==> src/rtl/reg_list_sequencer_pkg.sv <==
// Shared definitions for the block-transfer (LDM/STM) register-list sequencer.
//   state_e    : sequencer states, encoding fixed so other tools can decode it
//   ADDR_STEP  : byte increment between consecutive transferred words
//   REG_COUNT  : number of architectural registers covered by the list
//   PC_INDEX   : register index that is redirected to the PC on a load
package reg_list_sequencer_pkg;

    typedef enum logic [1:0] {
        ST_IDLE = 2'd0,
        ST_XFER = 2'd1,
        ST_DONE = 2'd2
    } state_e;

    localparam logic [31:0] ADDR_STEP = 32'd4;
    localparam int          REG_COUNT = 16;
    localparam logic [3:0]  PC_INDEX  = 4'd15;

endpackage

==> src/rtl/lowest_set_bit.sv <==
// Combinational priority encoder: index of the lowest set bit of a 16-bit list.
//   bits  in  16  register list (bit i selects Ri)
//   index out 4   position of the lowest set bit (0 when bits == 0)
//   valid out 1   1 when any bit is set
module lowest_set_bit
    import reg_list_sequencer_pkg::*;
(
    input  logic [REG_COUNT-1:0] bits,
    output logic [3:0]           index,
    output logic                 valid
);

    always_comb begin
        index = 4'd0;
        valid = |bits;
        // Scan from the top so the lowest set bit is the last one to win.
        for (int i = REG_COUNT - 1; i >= 0; i--) begin
            if (bits[i]) begin
                index = 4'(i);
            end
        end
    end

endmodule

==> src/rtl/reg_list_sequencer.sv <==
// LDM/STM block-transfer sequencer. Walks a 16-bit register list in ascending
// order, one register per cycle, with increment-after addressing.
//   CLK, RESETn          clock and synchronous active-low reset
//   Start/IsLoad/RegList/Base  transfer request, captured in IDLE
//   A1 / RD1             register-file read port (STM data source)
//   A3 / WD3 / WE3       register-file write port (LDM, R0..R14)
//   PCWrite / PCData     PC redirect for an LDM that includes R15
//   MemAddr/MemWE/MemWD/MemRD  data-memory port
//   Busy / Done / FinalAddr    status, completion pulse, writeback base
module reg_list_sequencer
    import reg_list_sequencer_pkg::*;
(
    input  logic        CLK,
    input  logic        RESETn,
    input  logic        Start,
    input  logic        IsLoad,
    input  logic [15:0] RegList,
    input  logic [31:0] Base,
    output logic [3:0]  A1,
    input  logic [31:0] RD1,
    output logic [3:0]  A3,
    output logic [31:0] WD3,
    output logic        WE3,
    output logic        PCWrite,
    output logic [31:0] PCData,
    output logic [31:0] MemAddr,
    output logic        MemWE,
    output logic [31:0] MemWD,
    input  logic [31:0] MemRD,
    output logic        Busy,
    output logic        Done,
    output logic [31:0] FinalAddr
);

    state_e      state_q, state_d;
    logic [15:0] remaining_q, remaining_d;
    logic [31:0] addr_q, addr_d;
    logic        is_load_q, is_load_d;
    logic [31:0] final_addr_q, final_addr_d;

    logic [3:0]  cur_idx;
    logic        cur_valid;
    logic [15:0] remaining_clr;
    logic [31:0] addr_inc;
    logic        xfer_active;
    logic        load_pc;

    lowest_set_bit u_lsb (
        .bits  (remaining_q),
        .index (cur_idx),
        .valid (cur_valid)
    );

    assign remaining_clr = remaining_q & ~(16'd1 << cur_idx);
    assign addr_inc      = addr_q + ADDR_STEP;
    assign xfer_active   = (state_q == ST_XFER) && cur_valid;
    assign load_pc       = is_load_q && (cur_idx == PC_INDEX);

    // Next-state and captured-request logic.
    always_comb begin
        state_d      = state_q;
        remaining_d  = remaining_q;
        addr_d       = addr_q;
        is_load_d    = is_load_q;
        final_addr_d = final_addr_q;
        case (state_q)
            ST_IDLE: begin
                if (Start) begin
                    is_load_d   = IsLoad;
                    remaining_d = RegList;
                    addr_d      = Base;
                    if (RegList != 16'd0) begin
                        state_d = ST_XFER;
                    end else begin
                        // Empty list: writeback base is the start address.
                        state_d      = ST_DONE;
                        final_addr_d = Base;
                    end
                end
            end
            ST_XFER: begin
                remaining_d = remaining_clr;
                addr_d      = addr_inc;
                // Leave in the same cycle the last register is transferred,
                // so n set bits cost exactly n XFER cycles.
                if (remaining_clr == 16'd0) begin
                    state_d      = ST_DONE;
                    final_addr_d = addr_inc;
                end
            end
            ST_DONE: begin
                state_d = ST_IDLE;
            end
            default: begin
                state_d = ST_IDLE;
            end
        endcase
    end

    // Datapath outputs; every enable and data bus is zero outside XFER.
    always_comb begin
        A1      = 4'd0;
        A3      = 4'd0;
        WE3     = 1'b0;
        PCWrite = 1'b0;
        MemAddr = 32'd0;
        MemWE   = 1'b0;
        if (xfer_active) begin
            MemAddr = addr_q;
            if (is_load_q) begin
                if (load_pc) begin
                    PCWrite = 1'b1;
                end else begin
                    A3  = cur_idx;
                    WE3 = 1'b1;
                end
            end else begin
                A1    = cur_idx;
                MemWE = 1'b1;
            end
        end
    end

    // Data buses kept in separate assigns so the RD1/MemRD return paths do
    // not share a process with the address outputs that produce them.
    assign MemWD  = (xfer_active && !is_load_q)            ? RD1   : 32'd0;
    assign WD3    = (xfer_active && is_load_q && !load_pc) ? MemRD : 32'd0;
    assign PCData = (xfer_active && load_pc)               ? MemRD : 32'd0;

    assign Busy      = (state_q != ST_IDLE);
    assign Done      = (state_q == ST_DONE);
    assign FinalAddr = final_addr_q;

    always_ff @(posedge CLK) begin
        if (!RESETn) begin
            state_q      <= ST_IDLE;
            remaining_q  <= 16'd0;
            addr_q       <= 32'd0;
            is_load_q    <= 1'b0;
            final_addr_q <= 32'd0;
        end else begin
            state_q      <= state_d;
            remaining_q  <= remaining_d;
            addr_q       <= addr_d;
            is_load_q    <= is_load_d;
            final_addr_q <= final_addr_d;
        end
    end

endmodule

==> config.mk <==
export PLATFORM = sky130hd
export DESIGN_NAME = reg_list_sequencer
export DESIGN_NICKNAME = d
export VERILOG_FILES = /design/src/rtl/reg_list_sequencer_pkg.sv /design/src/rtl/lowest_set_bit.sv /design/src/rtl/reg_list_sequencer.sv
export SDC_FILE = /design/constraint.sdc
export NUM_CORES = 1
export LEC_CHECK = 0
export ABC_AREA = 1
export BUFFER_PORTS_ARGS = -buffer_cell sky130_fd_sc_hd__buf_2
export CAP_MARGIN = 25
export CORE_MARGIN = 4
export CORE_UTILIZATION = 40
export DETAILED_ROUTE_END_ITERATION = 8
export PLACE_DENSITY_LB_ADDON = 0.2
export SYNTH_ARGS = -nofsm -noshare
export SYNTH_HDL_FRONTEND = slang
export SYNTH_SLANG_ARGS = --single-unit
==> constraint.sdc <==
create_clock -name CLK -period 3.15 [get_ports CLK]
set_clock_uncertainty 0.2 [all_clocks]
set_input_delay 0.315 -clock CLK [delete_from_list [all_inputs] [get_ports CLK]]
set_output_delay 0.315 -clock CLK [all_outputs]
set_load 0.02 [all_outputs]
# Word level (Yosys, flattened, before mapping)

Index checks and enable logic that the tools add are counted.

Register bits: 83
Output and inout bits: 173
Word-level logic and storage cells: 78

Add/sub/neg operators: 1
Shifts and indexed selects: 1
Bitwise operators: 2
Reduce and logical (&&, ||, !) cells: 18
Equal/unequal tests: 6
Multiplexer cells: 45

Operators by type and width:

| operator                | number |
|---|---|
| $mux W32                | 8 |
| $pmux W32 S2            | 2 |
| $mux W4                 | 21 |
| $add A32 B3 Y32 const B | 1 |
| $pmux W16 S2            | 1 |
| $and A16 B16 Y16        | 1 |
| $logic_not A16 Y1       | 1 |
| $mux W16                | 1 |
| $not A16 Y16            | 1 |
| $reduce_bool A16 Y1     | 1 |
| $reduce_or A16 Y1       | 1 |
| $shl A1 B4 Y16 const A  | 1 |
| $mux W1                 | 8 |
| $logic_and A1 B1 Y1     | 6 |
| $mux W2                 | 3 |
| $reduce_and A2 Y1       | 3 |
| $eq A4 B4 Y1 const B    | 1 |
| $ne A2 B2 Y1 const B    | 2 |
| $pmux W2 S2             | 1 |
| $reduce_and A4 Y1       | 1 |
| $reduce_bool A2 Y1      | 2 |
| $eq A2 B1 Y1 const B    | 1 |
| $eq A2 B2 Y1 const B    | 1 |
| $logic_not A1 Y1        | 2 |
| other kinds (2)         | 2 |

# Depth between registers and ports, before layout

Depth after elaboration: 22
Depth in mapped cells: 27

# Hierarchy

Synthesis repeated with hierarchy kept, for this count alone.

Cell total of the unflattened synthesis: 1,019
Area, all modules: 5,680.4 µm²

By module, submodules not included:

| module             | cells an instance | area each (µm²) | instances |
|---|---|---|---|
| reg_list_sequencer | 970               | 5,471.5         | 1 |
| lowest_set_bit     | 49                | 209.0           | 1 |

# Least setup slack after synthesis

No wires, ideal clock.

Kind: register to output
Start: register state_q[0]
End: output A1[2]
Slack: 0.525 ns
Arrival time: 2.110 ns
Stages on the path, launching flop included: 9
Cell sequence: dfxtp_1 nand2_1 clkbuf_1 a21oi_1 inv_1 nor2_1 clkinv_1 clkbuf_1 nor2_1

Longest elaborated chain between the ends: 3

Ends and longest elaborated chain:

| element                | RTL line                  | source |
|---|---|---|
| from (decl)            | reg_list_sequencer.sv:35  | `state_e state_q, state_d;` |
| from (signal assigned) | reg_list_sequencer.sv:142 | `state_q <= state_d;` |
| $eq A2 B1 Y1           | reg_list_sequencer.sv:56  | `assign xfer_active = (state_q == ST_XFER) && cur_valid;` |
| $logic_and A1 B1 Y1    | reg_list_sequencer.sv:56  |  |
| $mux W4                | reg_list_sequencer.sv:108 | `if (xfer_active) begin` |
| to (decl)              | reg_list_sequencer.sv:19  | `output logic [3:0] A1,` |

No other way between the ends.

# Worst setup path in the final report

Start: register remaining_q[8]
End: output A3[3]

Longest elaborated chain between the ends: 14
Elaborated cells between the ends (all ways): 16
Classes of those cells: eq/ne (1); mux (12); reduce/logical (3)

Ends and longest elaborated chain:

| element                | RTL line                  | source |
|---|---|---|
| from (decl)            | reg_list_sequencer.sv:36  | `logic [15:0] remaining_q, remaining_d;` |
| from (signal assigned) | reg_list_sequencer.sv:143 | `remaining_q <= remaining_d;` |
| $mux W4 (9 in series)  | lowest_set_bit.sv:18      | `if (bits[i]) begin` |
| $eq A4 B4 Y1           | reg_list_sequencer.sv:57  | `assign load_pc = is_load_q && (cur_idx == PC_INDEX);` |
| $logic_and A1 B1 Y1    | reg_list_sequencer.sv:57  |  |
| $mux W4                | reg_list_sequencer.sv:111 | `if (load_pc) begin` |
| $mux W4                | reg_list_sequencer.sv:110 | `if (is_load_q) begin` |
| $mux W4 (*)            | reg_list_sequencer.sv:108 |  |
| to (decl)              | reg_list_sequencer.sv:21  | `output logic [3:0] A3,` |

Every way passes the cells marked *; elsewhere a longest branch is shown, timed or not.

==> results.md <==
* Hold Path Class: in -> reg
* CP max stage cell: dfxtp_1
* CTS tree: built
* I/O Pins at 289
* Placed Cells at 1327
* Area grow syn2layout at 35.4%
* Gate Count Post-Synth at 898
* Nets at 1282
* Period utilization at 93.9%
* CTS Buffer Depth at 2
* Core Rows at 42
* Die Y at 126 um
* Hold wc startpoint: RegList[0]
* Hold_buf cts at 0
* Synth warn at 0
* Final setup TNS at 0 ns
* GR Overflow Total at 0
* Clock share of power at 29.1%
* Comb power frac at 37.3%
* Crit. Startpoint: remaining_q[8]
* Input/output buffers at 288
* Synth Flop Type: dfxtp_1
* Worst-path clk slew at 0.06 ns
* Most frequent cell after synthesis: nor2_1
* Max-slew violations at 0
* EDFF count, synth at 0
* Setup CP Type: reg -> out
* Vias at 6516
* Syn_nets at 1015
* Vias per cell at 4.84
* Worst Max-Slew Pin Slew at 0.667 ns
* Synth cell types at 41
* Dpl hpwl at 14.1 mm
* First drt pass iteration count at 5
* Worst Path Required at 2.63 ns
* Critical path peak fanout at 15
* Sw Share at 38.7%
* Largest net degree at the start of global routing at 61
* Sequential share of power at 33.6%
* Final setup viols at 0
* Yosys top cell area share at 29.7%
* Global placer's final weighted congestion at 0.938
* Maximum VDD drop at 0.000353 V
* Post-Syn Area per Cell at 6.23 sq um
* Tmin final at 2.96 ns
* Switching power at 1520 uW
* Final WL at 19.0 mm
* Rel. slew slack at 55.5%
* Leading area contributor after synthesis: dfxtp_1
* Critical Path AT at 2.44 ns
* Area contributors post-synth: dfxtp_1, nor2_1, inv_1
* Post-route insts no fill at 1347
* Filler Cell Count at 1407
* Remaining antenna violation count at 0
* Hold Slack at 0.0499 ns
* Max-cap violations at 0
* Final hold vios at 0
* DRC at 0
* Share of cells above drive strength 1 at 33.7%
* Wirelength per Cell at 14.1 um
* R2R Path Start: remaining_q[12]
* Clock Tree Root: clkbuf_16
* Mapped cell area at 5600 sq um
* Worst Setup End Kind: primary output
* 1st-iter DRT viols at 404
* Crit-path max cell delay at 0.37 ns
* Worst-skew pair later-pin latency at 0.33 ns
* CTS Sinks at 83
* Critical Path Start Type: register
* Asr flop ratio synth at 0%
* Synth cell count leaders: nor2_1, inv_1, nand2_1
* Leakage at 0.00426 uW
* Maximum clock rate at 0.338 GHz
* Initial Utilization at 41.6%
* #FFs+latches synth at 83
* Total track usage at 22.2%
* Clock buffer count from CTS at 9
* P per Cell Area at 518 nW/um^2
* Internal power component at 2400 uW
* H-tree depth at 3
* Core Region at 13500 sq um
* Initial antenna violation count at 1
* Post-synthesis sequential area ratio at 29.7%
* Die Span X at 126 um
* First-pass GRT wire length at 29.4 mm
* Die area at 15900 sq um
* Vias in the first global route at 5771
* Ordered cell list for the critical path: nor4_4 -> nand2_1 -> a21oi_4 -> nand4_1 -> nor2_2 -> inv_1 -> nand2_1 -> buf_4 -> inv_1 -> nand2_1 -> inv_1 -> buf_2
* Outcome: finished clean
-- placed cells by master, fill, tap and decap left out, drive strengths merged, types with 6 or more instances in the layout --
cell / count
clkinv: 6
nor2: 189
nand3: 57
o211ai: 7
nor4: 8
o21ai: 52
nand2: 125
a21oi: 83
buf: 306
dfxtp: 83
clkbuf: 13
inv: 149
nor3: 11
nand4: 16
xor2: 17
a22oi: 15
or2: 8
mux2i: 14
-- flip-flops by register name (all words and copies together), names as in the netlist --
register,cells
remaining_q,16
is_load_q,1
FinalAddr,32
addr_q,32
state_q,2
-- worst max-delay path, delay by kind of cell, from the launching register on --
kind / cells / cell delay [ns]
buffers and inverters: 5 / 0.53
AO/OA/AOI/OAI: 1 / 0.25
flip-flops: 1 / 0.37
AND/OR/NAND/NOR: 6 / 0.96
-- stage by stage --
step | util [%] | area (sq um) | setup WS, ns | total power, uW
2_1_floorplan | - | 5600 | 0.525 | 2320
3_3_place_gp | 53.2 | 7160 | 0.277 | 2730
3_5_place_dp | 53.2 | 7160 | 0.228 | 2740
4_1_cts | 55.6 | 7480 | 0.0656 | 3890
5_1_grt | 56.3 | 7570 | -0.0240 | 4160
6_report | 56.3 | 7570 | 0.193 | 3920
-- path summary, 6_finish.rpt --
| path | cells past startpoint | endpoint | slack (ns) |
|---|---|---|---|
| worst min register to register | 2 | FinalAddr[19] | 0.28 |
| worst max register to register | 19 | FinalAddr[17] | 0.24 |
| worst max-delay path | 12 | A3[3] | 0.19 |
| worst min-delay path | 3 | remaining_q[0] | 0.05 |
-- power groups by stage --
stage / Clock (uW) / Sequential (uW) / Combinational, uW
after global routing: 1210 / 1340 / 1620
after detailed placement: 0 / 1330 / 1410
after floorplan: 0 / 1360 / 962
final: 1140 / 1320 / 1460
after CTS: 1160 / 1310 / 1420
after global placement: 0 / 1330 / 1400
-- layer usage --
| layer | part of all wire, % | wire length [um] | up-vias | global-route usage, % |
|---|---|---|---|---|
| met5 | 0 | 0 | - | 0 |
| li1 | - | - | 3377 | - |
| met3 | 8.3 | 1570 | 30 | 4.74 |
| met2 | 46 | 8750 | 292 | 36.0 |
| met4 | 2.3 | 433 | 0 | 6.62 |
| met1 | 43 | 8250 | 2817 | 29.7 |
-- cell type report --
class	instances	area, sq um	share of cell area (%)
Multi-Input combinational cell	611	3160	41.7
Sequential cell	83	1660	21.9
Timing Repair Buffer	307	1630	21.6
Inverter	153	574	7.58
Clock buffer	12	246	3.25
Tap cell	176	220	2.91
Clock inverter	4	73.8	0.975
Antenna cell	1	2.50	0.0330
-- what timing repair did --
action / in CTS / in global routing
setup buffers: 0 / 2
resized for setup: 0 / 13
setup endpoints to repair: 0 / 85
-- kinds of logic after synthesis --
family	synth area share, %
AO/OA/AOI/OAI	17.4
adder cells (fa/ha/maj)	0.224
buffers and inverters	14.8
multiplexers	2.50
AND/OR/NAND/NOR	32.6
XOR/XNOR	2.82
flip-flops	29.7
Power figures use the tool's default switching activity.
